`src/rtl/servo_pkg.sv`:
```
// Shared widths and the angle-to-pulse-width conversion used by the
// multi-channel servo PWM generator.
package servo_pkg;

    localparam int CH_IDX_W  = 4;
    localparam int ANGLE_MAX = 180;

    function automatic int clog2_min1(input int unsigned v);
        int r;
        r = $clog2(v);
        return (r < 1) ? 1 : r;
    endfunction

    // Pulse-width register width in bits, ceil(log2(MAX_US+1)).
    function automatic int calc_us_w(input int unsigned max_us);
        return clog2_min1(max_us + 1);
    endfunction

    // Microsecond counter width in bits, ceil(log2(PERIOD_US)).
    function automatic int calc_cnt_w(input int unsigned period_us);
        return clog2_min1(period_us);
    endfunction

    // Prescaler width in bits for a CLK_HZ/1 MHz divider.
    function automatic int calc_pre_w(input int unsigned clk_hz);
        return clog2_min1(clk_hz / 1_000_000);
    endfunction

    // Angles above 180 deg saturate rather than being rejected.
    function automatic int unsigned width(input int unsigned angle,
                                          input int unsigned min_us,
                                          input int unsigned max_us);
        int unsigned a;
        a = (angle > ANGLE_MAX) ? ANGLE_MAX : angle;
        return min_us + (a * (max_us - min_us)) / ANGLE_MAX;
    endfunction

endpackage

```
`src/rtl/servo_slew_ch.sv`:
```
// One servo channel: target/current width registers, per-frame slew step
// and the registered pulse compare against the shared microsecond counter.
module servo_slew_ch
    import servo_pkg::*;
#(
    parameter int              US_W    = 11,
    parameter int              CNT_W   = 15,
    parameter int              STEP_US = 10,
    parameter logic [US_W-1:0] RESET_W = 11'd1500
) (
    input  logic             clk,
    input  logic             rst_n,
    input  logic             frame_start_i,
    input  logic [CNT_W-1:0] us_cnt_i,
    input  logic             ch_en_i,
    input  logic             wr_i,
    input  logic [US_W-1:0]  wr_width_i,
    output logic             pwm_o,
    output logic             settled_o
);

    localparam int unsigned STEP_U = STEP_US;

    logic [US_W-1:0] tgt_q, tgt_d;
    logic [US_W-1:0] cur_q, cur_d;
    logic [US_W-1:0] diff;
    logic            seen_q, seen_d;
    logic            pwm_q, pwm_d;

    always_comb begin
        tgt_d  = wr_i ? wr_width_i : tgt_q;
        cur_d  = cur_q;
        seen_d = seen_q & ch_en_i;
        diff   = (tgt_q > cur_q) ? (tgt_q - cur_q) : (cur_q - tgt_q);
        if (frame_start_i) begin
            // A channel must be enabled at the frame boundary to pulse in that frame.
            seen_d = ch_en_i;
            if (!ch_en_i || STEP_U == 0 || 32'(diff) <= STEP_U) begin
                cur_d = tgt_q;
            end else if (tgt_q > cur_q) begin
                cur_d = cur_q + US_W'(STEP_U);
            end else begin
                cur_d = cur_q - US_W'(STEP_U);
            end
        end
        pwm_d = ch_en_i && seen_d && (us_cnt_i < CNT_W'(cur_d));
    end

    always_ff @(posedge clk or negedge rst_n) begin
        if (!rst_n) begin
            tgt_q  <= RESET_W;
            cur_q  <= RESET_W;
            seen_q <= 1'b0;
            pwm_q  <= 1'b0;
        end else begin
            tgt_q  <= tgt_d;
            cur_q  <= cur_d;
            seen_q <= seen_d;
            pwm_q  <= pwm_d;
        end
    end

    assign pwm_o     = pwm_q;
    assign settled_o = (cur_q == tgt_q);

endmodule

```
`src/rtl/servo_pwm_multi.sv`:
```
// Multi-channel 50 Hz servo PWM generator: shared 1 us timebase, angle write
// port with range check, and one slew-limited channel per servo output.
module servo_pwm_multi
    import servo_pkg::*;
#(
    parameter int NUM_CH      = 4,
    parameter int CLK_HZ      = 100_000_000,
    parameter int PERIOD_US   = 20000,
    parameter int MIN_US      = 1000,
    parameter int MAX_US      = 2000,
    parameter int STEP_US     = 10,
    parameter int RESET_ANGLE = 90
) (
    input  logic                clk,
    input  logic                clr,
    input  logic                wr_en,
    input  logic [CH_IDX_W-1:0] wr_ch,
    input  logic [7:0]          wr_angle,
    input  logic [NUM_CH-1:0]   ch_en,
    output logic [NUM_CH-1:0]   pwm,
    output logic                frame_start,
    output logic [NUM_CH-1:0]   settled,
    output logic                wr_err
);

    localparam int PRE_DIV = CLK_HZ / 1_000_000;
    localparam int PRE_W   = calc_pre_w(CLK_HZ);
    localparam int CNT_W   = calc_cnt_w(PERIOD_US);
    localparam int US_W    = calc_us_w(MAX_US);
    localparam logic [US_W-1:0] RESET_W = US_W'(width(RESET_ANGLE, MIN_US, MAX_US));

    logic [PRE_W-1:0] pre_q, pre_d;
    logic [CNT_W-1:0] us_q, us_d;
    logic             pre_wrap;
    logic             ch_ok;
    logic             wr_valid;
    logic             wr_err_q, wr_err_d;
    logic [US_W-1:0]  wr_width;

    always_comb begin
        pre_wrap = (pre_q == PRE_W'(PRE_DIV - 1));
        pre_d    = pre_wrap ? '0 : pre_q + 1'b1;
        us_d     = us_q;
        if (pre_wrap) begin
            us_d = (us_q == CNT_W'(PERIOD_US - 1)) ? '0 : us_q + 1'b1;
        end
    end

    // Counters sit at zero while held in reset; keep the strobe quiet there.
    assign frame_start = clr && (pre_q == '0) && (us_q == '0);

    always_comb begin
        ch_ok    = ({1'b0, wr_ch} < (CH_IDX_W + 1)'(NUM_CH));
        wr_valid = wr_en && ch_ok;
        wr_err_d = wr_en && !ch_ok;
        wr_width = US_W'(width(32'(wr_angle), MIN_US, MAX_US));
    end

    always_ff @(posedge clk or negedge clr) begin
        if (!clr) begin
            pre_q    <= '0;
            us_q     <= '0;
            wr_err_q <= 1'b0;
        end else begin
            pre_q    <= pre_d;
            us_q     <= us_d;
            wr_err_q <= wr_err_d;
        end
    end

    assign wr_err = wr_err_q;

    for (genvar i = 0; i < NUM_CH; i++) begin : g_ch
        servo_slew_ch #(
            .US_W    (US_W),
            .CNT_W   (CNT_W),
            .STEP_US (STEP_US),
            .RESET_W (RESET_W)
        ) u_ch (
            .clk           (clk),
            .rst_n         (clr),
            .frame_start_i (frame_start),
            .us_cnt_i      (us_q),
            .ch_en_i       (ch_en[i]),
            .wr_i          (wr_valid && (wr_ch == CH_IDX_W'(i))),
            .wr_width_i    (wr_width),
            .pwm_o         (pwm[i]),
            .settled_o     (settled[i])
        );
    end

endmodule

```
`config.mk`:
```
export PLATFORM = sky130hd
export DESIGN_NAME = servo_pwm_multi
export DESIGN_NICKNAME = d
export VERILOG_FILES = /design/src/rtl/servo_pkg.sv /design/src/rtl/servo_slew_ch.sv /design/src/rtl/servo_pwm_multi.sv
export SDC_FILE = /design/constraint.sdc
export NUM_CORES = 1
export LEC_CHECK = 0
export ABC_AREA = 1
export BUFFER_PORTS_ARGS = -buffer_cell sky130_fd_sc_hd__buf_2
export CORE_AREA = 2 2 200 202
export DETAILED_ROUTE_END_ITERATION = 7
export DIE_AREA = 0 0 202 204
export GPL_TIMING_DRIVEN = 0
export HOLD_SLACK_MARGIN = 0.05
export PLACE_DENSITY = 0.61
export SETUP_SLACK_MARGIN = 0.4
export SYNTH_ARGS = -nofsm -noshare
export SYNTH_HDL_FRONTEND = slang
export SYNTH_SLANG_ARGS = --single-unit
```
`constraint.sdc`:
```
create_clock -name clk -period 14.22 [get_ports clk]
set_input_delay 1.422 -clock clk [delete_from_list [all_inputs] [get_ports clk]]
set_output_delay 1.422 -clock clk [all_outputs]
set_load 0.02 [all_outputs]
```
# [After elaboration in Yosys (flattened, before gate mapping)]
# Index checks and enable logic that the tools add are counted.
[word_totals] ff_bits=119 latch_bits=0 ramBits=0 rom_bits=0 input_bits=19 out_inout_bits=10 mem_count=0
[op_classes] addsub=19 mul=1 n_div=1 magnitude_cmp=14 eq_ne=9 n_shift=0 mux=23 bitwise_logic=4 reduce_logical=28
[op_table] operator="$mux 11" count=16
[op_table] operator="$sub 11x11->11" count=8
[op_table] operator="$lt 15x11->1" count=4
[op_table] operator="$add 11x4->11 const B" count=4
[op_table] operator="$eq 11x11->1" count=4
[op_table] operator="$gt 11x11->1" count=4
[op_table] operator="$le 11x4->1 const B" count=4
[op_table] operator="$sub 11x4->11 const B" count=4
[op_table] operator="$div 32x8->32 const B" count=1
[op_table] operator="$logic_and 1x1->1" count=16
[op_table] operator="$add 15x1->15 const B" count=1
[op_table] operator="$eq 15x15->1 const B" count=1
[op_table] operator="$logic_not 15->1" count=1
[op_table] operator="$mul 8x7->15 const B" count=1
[op_table] operator="$mux 15" count=1
[op_table] operator="$add 10x11->11 const A" count=1
[op_table] operator="$eq 4x2->1 const B" count=2
[op_table] operator="$gt 8x8->1 const B" count=1
[op_table] operator="$mux 8" count=1
[op_table] operator="$add 7x1->7 const B" count=1
[op_table] operator="$eq 7x7->1 const B" count=1
[op_table] operator="$logic_not 7->1" count=1
[op_table] operator="$mux 7" count=1
[op_table] operator="$logic_not 1->1" count=5
[op_table] operator="6 further kinds" count=15

# [Logic depth before layout (Yosys ltp)]
[logic_depth] ltp_word=8 mapped_depth=95

# [Cells and area by module]
# Synthesis repeated with hierarchy kept, for this count alone.
[unflattened] cells_unflattened=2590 area_unflattened_um2=17123.9
[modules_own_cells] module="servo_slew_ch" instances=4 cells_each=431 area_each_um2=2869.0
[modules_own_cells] module="servo_pwm_multi" instances=1 cells_each=866 area_each_um2=5647.9

# [Worst setup path after synthesis]
# No wires, ideal clock.
[synth_timing] path_kind="input-to-reg" from="input port wr_angle[7]" to="register g_ch[0].u_ch.tgt_q[0]" setup_time_ps=116 t_arrival_ps=11067 path_slack_ps=3037 cell_stages=83 n_path_buf=2 cell_sequence="inv_1 > nor3_1 > nand4_1 > nand2_1 > inv_1 > nor2_1 > inv_1 > ha_1 > inv_1 > fa_1 > fa_1 > fa_1 > inv_1 > ha_1 > nand2_1 > nand2_1 > a21oi_1 > nand2_1 > [... 47 more ...] > ha_1 > nand3b_4 > nand3_4 > nand2_4 > buf_6 > nand2_2 > nand2_4 > ha_1 > inv_1 > nand2_1 > nand4_1 > nand3_4 > nand2_1 > nand2_1 > nor2_1 > nand3_2 > nand2_1 > nand2_1"
[synth_via] elab_chain_cells=5
[synth_rtl] element="from (decl)" line="servo_pwm_multi.sv:18" text="input logic [7:0] wr_angle,"
[synth_rtl] element="$gt 8x8->1" line="servo_pkg.sv:34" text="a = (angle > ANGLE_MAX) ? ANGLE_MAX : angle;"
[synth_rtl] element="$mux 8 *" line="servo_pkg.sv:34"
[synth_rtl] element="$mul 8x7->15 *" line="servo_pkg.sv:35" text="return min_us + (a * (max_us - min_us)) / ANGLE_MAX;"
[synth_rtl] element="$div 32x8->32 *" line="servo_pkg.sv:35"
[synth_rtl] element="$add 10x11->11 *" line="servo_pkg.sv:35"
[synth_rtl] element="to (signal assigned)" line="servo_slew_ch.sv:56" text="tgt_q <= tgt_d;"
[synth_rtl] element="to (decl)" line="servo_slew_ch.sv:24" text="logic [US_W-1:0] tgt_q, tgt_d;"
# Mark *: on every way between the ends. The rest lies on a longest branch, timed or not.
# A chain may end at the register's enable or synchronous reset.

# [Worst setup path after layout]
[layout_timing] from="input port wr_angle[7]" to="register g_ch[3].u_ch.tgt_q[0]"
[layout_via] elab_chain_cells=5
[layout_rtl] element="$gt 8x8->1" line="servo_pkg.sv:34"
[layout_rtl] element="$mux 8 *" line="servo_pkg.sv:34"
[layout_rtl] element="$mul 8x7->15 *" line="servo_pkg.sv:35"
[layout_rtl] element="$div 32x8->32 *" line="servo_pkg.sv:35"
[layout_rtl] element="$add 10x11->11 *" line="servo_pkg.sv:35"
[layout_rtl] element="to (signal assigned)" line="servo_slew_ch.sv:56"
[layout_rtl] element="to (decl)" line="servo_slew_ch.sv:24"
# Marked as above.

==> impl_metrics.yaml <==
floorplanning:
  coreArea_um2: 39200
  num_rows: 73
  dieArea_um2: 41200
  die_h_um: 204
  die_w_um: 202
  initial_core_util_pct: 39.3
  ioPinCount: 29
global_routing:
  first_global_vias: 14106
  grt_usage_pct: 20.4
  antenna_found_initial: 0
  globalRouteOverflowTotal: 0
  grt_start_max_net_pins: 76
  grt_pass1_wl_um: 69200
cts:
  clk_pin_slew_worst_paths_ns: 0.06
  cts_post_setup_buffers_inserted: 0
  cts.path.max_buffers: 2
  clock_latency_ns: 0.43
  cts_buffers: 17
  cts_root_buf: "clkbuf_16"
  clock_sinks: 119
  htree_levels: 4
  cts_tree: "done"
layout:
  fin_cells: 2796
  syn_to_final_growth_pct: 9.43
  diodes: 0
  nets: 2511
  drive_gt1_share_pct: 11.9
critical_path:
  worstPathArrival_ns: 12.84
  crit_slowest_cell: "fa_1"
  path_class: "primary input to register"
  critPathRequiredTime_ns: 14.53
  reg2reg_slack_ns: 8.03
  cp-start-kind: "primary input"
  cpMostUsedCell: "nand2_1"
  crit_path_end_kind: "register"
  worstPathMaxFanout: 10
  crit_path_max_incr_delay_ns: 0.56
sta:
  setup_viol: 0
  fmax_mhz: 79.8
  worst_pin_slew_ns: 1.36
  skew_ns: 0.0132
  hold_violations: 0
  finalCriticalPeriod_ns: 12.53
  finalCritPeriodShare_pct: 88.1
  max_slew_margin_pct: 8.54
  slew_violations: 0
  rsz0062_at_grt: "false"
  tns_ns: 0
synth:
  syn-cell-area_um2: 15400
  synth_warnings: 0
  yosys_most_used_dff: "dfrtp_1"
  synthTopCellsByCount: "nand2_1, inv_1, ha_1"
  synth_top_area_share_pct: 16.4
  synthDistinctLibCells: 59
  yosysSeqAreaShare_pct: 19.8
  ys_ff_latch: 119
  synth_most_common_cell: "nand2_1"
  synth_edf_count: 0
  avgSynthCellArea_um2: 6.97
  async_reset_ff_share_pct: 100
  syn_nets: 2462
  yosys-top-cells-area: "ha_1, nand2_1, dfrtp_1"
  post-synth-top-area-cell: "ha_1"
  syn_inst: 2209
detailed_routing:
  vias_per_cell: 5.15
  vias: 14402
  final_antenna_net_count: 0
  totalWireLength_um: 41100
  drt_pass1_iterations: 5
  drt-initial-drc-count: 815
  drc_errors: 0
  wire_per_inst_um: 14.7
place:
  place_congestion: 0.866
  hpwl_um: 32700
  port_buffers: 28
  dp.cells: 2764
min_path:
  min_path_type: "register to register"
flow_run:
  cap_violations: 0
status:
  run_status: "finished, final reports clean"
## routing by layer
layer	routed length [µm]	global-route usage, %
met1	18700	26.2
met2	19800	36.1
met3	1650	2.23
met4	912	5.96
met5	0	0
## what timing repair did
item	CTS	global route
endpoints found under the hold margin	0	0
hold buffers	0	0
gates resized for setup	0	3
endpoints found under the setup margin	0	4
## worst max-delay path, delay by kind of cell
kind / cells / cell delay (ns)
simple gates: 61 / 7.08
fa+ha+maj: 7 / 2.52
buf+inv: 11 / 1.12
compound gates: 3 / 0.65
## sequential cells by signal (all words and copies together) (netlist names)
name / count
g_ch.u_ch.cur_q: 44
g_ch.u_ch.pwm_o: 4
g_ch.u_ch.seen_q: 4
g_ch.u_ch.tgt_q: 44
pre_q: 7
us_q: 15
wr_err: 1
## layout by cell type (no fill, tap or decap), types with 9 or more instances in the layout
cell	instances
buf_4	9
nand2_2	43
o21bai_1	10
or2_2	9
nor2_1	114
o211ai_1	21
dfstp_2	56
dfrtp_1	63
a21o_1	15
nand2_4	16
a21oi_1	166
xnor2_1	26
nand2_1	513
xor2_1	61
inv_1	354
nand4_1	22
buf_2	31
nor2_2	13
inv_2	17
ha_1	202
o21ai_0	125
nand3_2	13
clkbuf_1	24
fa_1	32
nand3_1	131
nor2_4	12
nor3_1	27
clkbuf_16	17
## through the flow
step                setup WS (ns)  util [%]  area (µm²)  hold slack (ns)
floorplan                    3.04         -       15400            0.454
global placement             1.19      41.3       16200            0.475
detailed placement          0.978      41.5       16200            0.483
CTS                          1.42      43.0       16800            0.495
global route                0.471      43.0       16800            0.505
finish                       1.69      43.0       16800            0.486
## area by class of cell
type                    instances  area (µm²)
well taps                     525         657
plain buffers                  40         200
clock inverters                13         146
fillers                      4016       22300
clock buffers                  19         453
inverters                     379        1420
flip-flops and latches        119        3050
repair buffers                 30         181
multi-input cells            1671       10700
## cells by family (layout without fill, tap and decap cells)
| family | Yosys count | count (layout) | share of synthesized area, % |
|---|---|---|---|
| other | 1 | 1 | 0.0244 |
| xor gates and xnor gates | 87 | 87 | 4.95 |
| muxes | 7 | 7 | 0.455 |
| AOI/OAI and AO/OA | 396 | 396 | 14.7 |
| buffers and inverters | 419 | 481 | 10.5 |
| adders and majority gates | 234 | 234 | 20.6 |
| and+or+nand+nor | 946 | 946 | 28.9 |
| DFF | 119 | 119 | 19.8 |
## final timing paths
check	to	cells after the start	start
min reg2reg	pre_q[0]	1	pre_q[0]
max reg2reg	g_ch[3].u_ch.pwm_o	30	g_ch[3].u_ch.cur_q[2]
max in group asynchronous	g_ch[3].u_ch.tgt_q[2]	2	clr
min in group asynchronous	pre_q[3]	1	clr
max	g_ch[3].u_ch.tgt_q[0]	82	wr_angle[7]
min	pre_q[0]	1	pre_q[0]
Power is left out: the tool's default activity adds up to more than one toggle a clock period on the data nets, which glitch-free logic cannot reach.
